$ cat config.mk
export PLATFORM = sky130hd
export DESIGN_NAME = sal_ref_sched
export DESIGN_NICKNAME = d
export VERILOG_FILES = /design/src/rtl/sal_ref_sched.sv
export SDC_FILE = /design/constraint.sdc
export NUM_CORES = 1
export LEC_CHECK = 0
export CORE_UTILIZATION = 54
export DETAILED_ROUTE_END_ITERATION = 10
export GPL_ROUTABILITY_DRIVEN = 1
export PLACE_DENSITY = 0.81
export SETUP_SLACK_MARGIN = 0.2
export SLEW_MARGIN = 20
export SYNTH_ARGS = -nofsm -noshare
export SYNTH_HDL_FRONTEND = slang
export SYNTH_SLANG_ARGS = --single-unit
$ cat constraint.sdc
create_clock -name clk -period 2.8 [get_ports clk]
set_input_delay 0.42 -clock clk [delete_from_list [all_inputs] [get_ports clk]]
set_output_delay 0.42 -clock clk [all_outputs]
set_load 0.03 [all_outputs]
$ cat src/rtl/sal_ref_sched.sv
// sal_ref_sched: refresh scheduler for the DDR2 controller.
//
// Sits between the per-bank controllers and the command scheduler. A free
// running interval counter produces one refresh "tick" every TREFI cycles.
// Each tick adds one owed refresh, saturating at MAX_OWED. The FSM retires
// owed refreshes in one of two ways:
//   - opportunistically, whenever every bank is already idle;
//   - forcibly, by draining the banks once URGENT_TH refreshes are owed.
// It then holds an all-bank REFRESH request until it is granted, and keeps
// the banks locked out for TRFC cycles after each grant.
//
// Ports:
//   clk          clock
//   rst          synchronous reset, active-high
//   bk_idle_arr  per-bank "precharged and nothing in flight" flags
//   drain_req    banks must stop ACT and precharge their open rows
//   ref_req      request for an all-bank REFRESH command slot
//   ref_gnt      command scheduler issued the REFRESH this cycle
//   ref_busy     tRFC lockout active; no ACT may be issued
//   owed_cnt     current number of owed refreshes
//   owed_ovf     sticky: a tick arrived while owed_cnt was at MAX_OWED

module sal_ref_sched #(
  parameter int BK_CNT    = 8,
  parameter int TREFI     = 780,
  parameter int TRFC      = 13,
  parameter int MAX_OWED  = 8,
  parameter int URGENT_TH = 4,
  parameter int CNT_W     = 16
) (
  input  logic              clk,
  input  logic              rst,
  input  logic [BK_CNT-1:0] bk_idle_arr,
  output logic              drain_req,
  output logic              ref_req,
  input  logic              ref_gnt,
  output logic              ref_busy,
  output logic [3:0]        owed_cnt,
  output logic              owed_ovf
);

  // The lockout counter only has to hold TRFC-1.
  localparam int RFC_W = (TRFC > 1) ? $clog2(TRFC) : 1;

  typedef enum logic [1:0] {IDLE, DRAIN, REQ, TRFC_WAIT} state_t;

  state_t           r_state;
  logic [CNT_W-1:0] r_intCnt;
  logic [RFC_W-1:0] r_rfcCnt;
  logic [3:0]       r_owedCnt;
  logic             r_owedOvf;
  logic             r_drainReq;
  logic             r_refReq;
  logic             r_refBusy;

  logic             w_tick;
  logic             w_allIdle;
  logic             w_gnt;
  logic             w_urgent;
  logic             w_owedSat;
  logic [3:0]       w_owedNext;

  assign w_tick    = (r_intCnt == CNT_W'(TREFI - 1));
  assign w_allIdle = &bk_idle_arr;
  assign w_urgent  = (r_owedCnt >= 4'(URGENT_TH));
  assign w_owedSat = (r_owedCnt == 4'(MAX_OWED));
  // A grant only counts while we are actually asking for a slot.
  assign w_gnt     = ref_gnt && (r_state == REQ);

  // Interval counter: free-runs 0..TREFI-1 and wraps on the tick cycle.
  always_ff @(posedge clk) begin
    if (rst) begin
      r_intCnt <= '0;
    end else if (w_tick) begin
      r_intCnt <= '0;
    end else begin
      r_intCnt <= r_intCnt + 1'b1;
    end
  end

  // Owed-count update. A tick and a grant in the same cycle cancel out;
  // otherwise a tick adds one (saturating) and a grant retires one (never
  // below zero).
  always_comb begin
    w_owedNext = r_owedCnt;
    if (w_tick && !w_gnt) begin
      if (!w_owedSat) begin
        w_owedNext = r_owedCnt + 4'd1;
      end
    end else if (w_gnt && !w_tick) begin
      if (r_owedCnt != 4'd0) begin
        w_owedNext = r_owedCnt - 4'd1;
      end
    end
  end

  // Owed counter and the sticky overflow flag; the flag marks a refresh
  // that was lost because the postponement credit was already used up.
  always_ff @(posedge clk) begin
    if (rst) begin
      r_owedCnt <= 4'd0;
      r_owedOvf <= 1'b0;
    end else begin
      r_owedCnt <= w_owedNext;
      if (w_tick && w_owedSat) begin
        r_owedOvf <= 1'b1;
      end
    end
  end

  // Refresh sequencing FSM. Outputs are registered together with the state
  // they belong to, so each output is a clean function of the state register.
  // drain_req stays high from DRAIN through the lockout so banks cannot
  // reopen rows between back-to-back refreshes.
  always_ff @(posedge clk) begin
    if (rst) begin
      r_state    <= IDLE;
      r_rfcCnt   <= '0;
      r_drainReq <= 1'b0;
      r_refReq   <= 1'b0;
      r_refBusy  <= 1'b0;
    end else begin
      case (r_state)
        IDLE: begin
          if ((r_owedCnt != 4'd0) && w_allIdle) begin
            r_state    <= REQ;
            r_drainReq <= 1'b1;
            r_refReq   <= 1'b1;
          end else if (w_urgent) begin
            r_state    <= DRAIN;
            r_drainReq <= 1'b1;
          end
        end
        DRAIN: begin
          if (w_allIdle) begin
            r_state  <= REQ;
            r_refReq <= 1'b1;
          end
        end
        REQ: begin
          if (ref_gnt) begin
            r_state   <= TRFC_WAIT;
            r_refReq  <= 1'b0;
            r_refBusy <= 1'b1;
            r_rfcCnt  <= RFC_W'(TRFC - 1);
          end
        end
        TRFC_WAIT: begin
          if (r_rfcCnt == '0) begin
            r_refBusy <= 1'b0;
            if (w_urgent) begin
              // Banks are still idle, so go straight back to requesting.
              r_state  <= REQ;
              r_refReq <= 1'b1;
            end else begin
              r_state    <= IDLE;
              r_drainReq <= 1'b0;
            end
          end else begin
            r_rfcCnt <= r_rfcCnt - 1'b1;
          end
        end
        default: begin
          r_state    <= IDLE;
          r_drainReq <= 1'b0;
          r_refReq   <= 1'b0;
          r_refBusy  <= 1'b0;
        end
      endcase
    end
  end

  assign drain_req = r_drainReq;
  assign ref_req   = r_refReq;
  assign ref_busy  = r_refBusy;
  assign owed_cnt  = r_owedCnt;
  assign owed_ovf  = r_owedOvf;

endmodule

==> results of run 1 <==
-- placed cells by master (no fill, tap or decap), types with 2 or more instances in the layout --
cell type         n
a211oi_1          3
a21oi_1           7
a31oi_1           2
buf_4             6
clkbuf_4          5
clkbuf_8          3
clkdlybuf4s50_1  18
dfxtp_1          27
dfxtp_2           3
ha_1              3
inv_1             9
nand2_1          11
nand2b_1          3
nand3_1           8
nand4_1           7
nor2_1           28
nor2b_1           2
nor3_1            8
nor4_1            6
o21ai_0           4
or3_1             2
or4_4             2
xnor2_1          14
xor2_1            2
-- layout make-up --
type,instances,share of cell area [%]
Tap cell,31,2.05
Timing Repair Buffer,24,11.9
Inverter,10,1.99
Clock buffer,8,4.17
Multi-Input combinational cell,136,47.8
Sequential cell,30,32.0
-- worst max-delay path, stage by stage (launching register included) --
cell,delay [ns]
dfxtp_1,0.35
or4_4,0.56
nor4_4,0.31
ha_2,0.24
inv_2,0.07
ha_1,0.22
a21oi_4,0.19
a211oi_1,0.10
a31oi_1,0.21
o311ai_1,0.12
-- kinds of logic after synthesis --
logic type | count (synthesis)
buffers and inverters | 16
adder cells (fa/ha/maj) | 6
AO/OA/AOI/OAI | 26
XOR/XNOR | 16
flip-flops | 30
AND/OR/NAND/NOR | 87
multiplexers | 1
-- metrics by stage --
step | hold WS [ns] | cells | total power [mW] | setup slack (ns) | area, um2
floorplan | 0.430 | 182 | 0.465 | 0.235 | 1540
global placement | 0.439 | 228 | 0.480 | 0.188 | 1730
detailed placement | 0.453 | 228 | 0.482 | 0.0389 | 1730
CTS | 0.437 | 238 | 0.804 | 0.290 | 1870
global route | 0.467 | 239 | 0.834 | 0.236 | 1890
finish | 0.436 | 239 | 0.801 | 0.317 | 1890
-- what timing repair did --
action,4_1_cts,5_1_grt
setup buffers,2,1
hold buffers,0,0
endpoints found under the setup margin,1,3
pin swaps,3,2
resized for setup,10,5
-- power by group through the flow --
stage / Sequential (mW) / Clock (mW) / Combinational, mW
3_5_place_dp: 0.444 / 0 / 0.0377
5_1_grt: 0.436 / 0.355 / 0.0434
3_3_place_gp: 0.443 / 0 / 0.0368
6_report: 0.434 / 0.327 / 0.0394
4_1_cts: 0.434 / 0.331 / 0.0388
2_1_floorplan: 0.443 / 0 / 0.0225
-- path summary, 6_finish.rpt --
path,startpoint,endpoint,slack [ns]
setup / recovery,r_intCnt[4]$_SDFF_PP0_,owed_cnt[3]$_SDFFE_PP0P_,0.32
hold / removal,r_intCnt[0]$_SDFF_PP0_,r_intCnt[0]$_SDFF_PP0_,0.44
setup reg to reg,r_intCnt[4]$_SDFF_PP0_,owed_cnt[3]$_SDFFE_PP0P_,0.32
hold reg to reg,r_intCnt[0]$_SDFF_PP0_,r_intCnt[0]$_SDFF_PP0_,0.44
-- metal layers --
layer  wire (um)  vias up
met5           0        -
met4          87        0
met3         192       14
met2        1830       47
met1        1400      673
li1            -      696
-- flip-flops by register name, summed over array words and instances (netlist names) --
register	cells
r_intCnt	16
ref_busy	1
drain_req	1
r_rfcCnt	4
ref_req	1
owed_ovf	1
r_state	2
owed_cnt	4
==> summary.txt, run 1 <==
fin nets: 224
busiest grt layer: met2
unrepaired setup endpoints after global routing: no
sequential fraction of the synthesis area: 39.0%
Sw Share: 22.2%
share of Yosys cell area claimed by the top area cell type: 39.0%
total track usage: 24.8%
Port Buf Inserts: 18
mux share of post-synthesis cell area: 0.650%
maximum clock rate: 403 MHz
Max H-tree Level: 2
Die H: 55.4 um
worst-margin pin slew: 0.531 ns
Core Area: 2730 um2
CTS tree: done
simple-gate share of the synthesized area: 29.8%
clk_skew: 0.0154 ns
Mapped Avg Cell Area: 8.46 um2
share of layout cells above drive strength 1: 13.9%
Worst-Skew Late Latency: 0.34 ns
max_cap viols: 0
Final Hold Vio Count: 0
worst r2r path cells: 9
PwrDens: 424 nW/um2
Setup crit end kind: flop
Antenna Cells: 0
GP Congestion: 0.809
Final period util: 88.7%
via count: 1430
Peak VDD IR: 0.358 mV
Slew Limit Fails: 0
most common cell in the synthesized netlist: dfxtp_1
I/O pin count: 19
met3 Resource Use GR: 8.67%
CTS buffer count: 5
CP max FO: 4
antenna-violating nets left: 0
cell count after synthesis: 182
Post-Syn Area: 1540 um2
Min Clock Period, post-route: 2.48 ns
Post-synth ARST share: 0%
met2 Resource Use GR: 45.4%
Synth Area in Compound Gates: 10.6%
Clock power frac: 40.8%
largest area contributor in the netlist: dfxtp_1
Post-synth EDFFs: 0
Psw: 0.177 mW
Fin Setup TNS: 0 ns
HPWL after DPL: 2410 um
CTS clk-pin slew, worst paths: 0.10 ns
largest family of logic cells by synthesized area: simple AND/OR/NAND/NOR gates
largest net degree at the start of global routing: 17
Max clock buf depth: 2
clock root cell: clkbuf_4
Startpoint Class: flop
Pre-antenna DRT Iters: 4
sequential share of power: 54.2%
Required @ worst endpoint: 3.02 ns
Pleak: 0.604 nW
XOR/XNOR Fraction of Synth Area: 9.10%
site row count: 19
status: finished, final reports clean
fill count: 213
vias in the first global route: 1482
Synth Area in Adders: 5.36%
Final Setup Violations: 0
CP Data Arrival Time: 2.71 ns
Post-route DRC: 0
multi-input logic area: 903 um2
initial antenna violation count: 0
YS warnings: 0
DRT iter0 DRCs: 47
Initial Utilization: 56.3%
drt total wl: 3510 um
Hold Path Class: flop to flop
Area Growth Syn to Fin: 22.6%
first-pass GRT wire length: 6040 um
Post-Syn Nets: 199
full die area: 3070 um2
Yosys cell types: 41
hold path cells: 1
Synth area leaders: dfxtp_1 39%, xnor2_1 8.0%, nor2_1 6.8%, ha_1 4.1%, nand3_1 2.9%
Die W: 55.4 um
Main synth FF type: dfxtp_1
Slew HR: 64.6%
Post-synth top cells: 30 x dfxtp_1, 28 x nor2_1, 14 x xnor2_1
met1 usage: 24.4%
vias per std cell: 5.98
Internal: 0.624 mW
wire length per cell: 14.7 um
crit path kind: flop to flop
FF/Latch Area: 604 um2
Comb pwr share: 4.9%
Num Clock Sinks: 30
total gr overflow: 0
Yosys reg bits: 30
final core occ: 69.1%
(Power assumes the default switching activity.)
==> run 2: changes to the inputs <==
Settings changed: CAP_MARGIN set to 20.
==> results of run 2 <==
The final DEF is identical to that of run 1; final timing and power are the same.
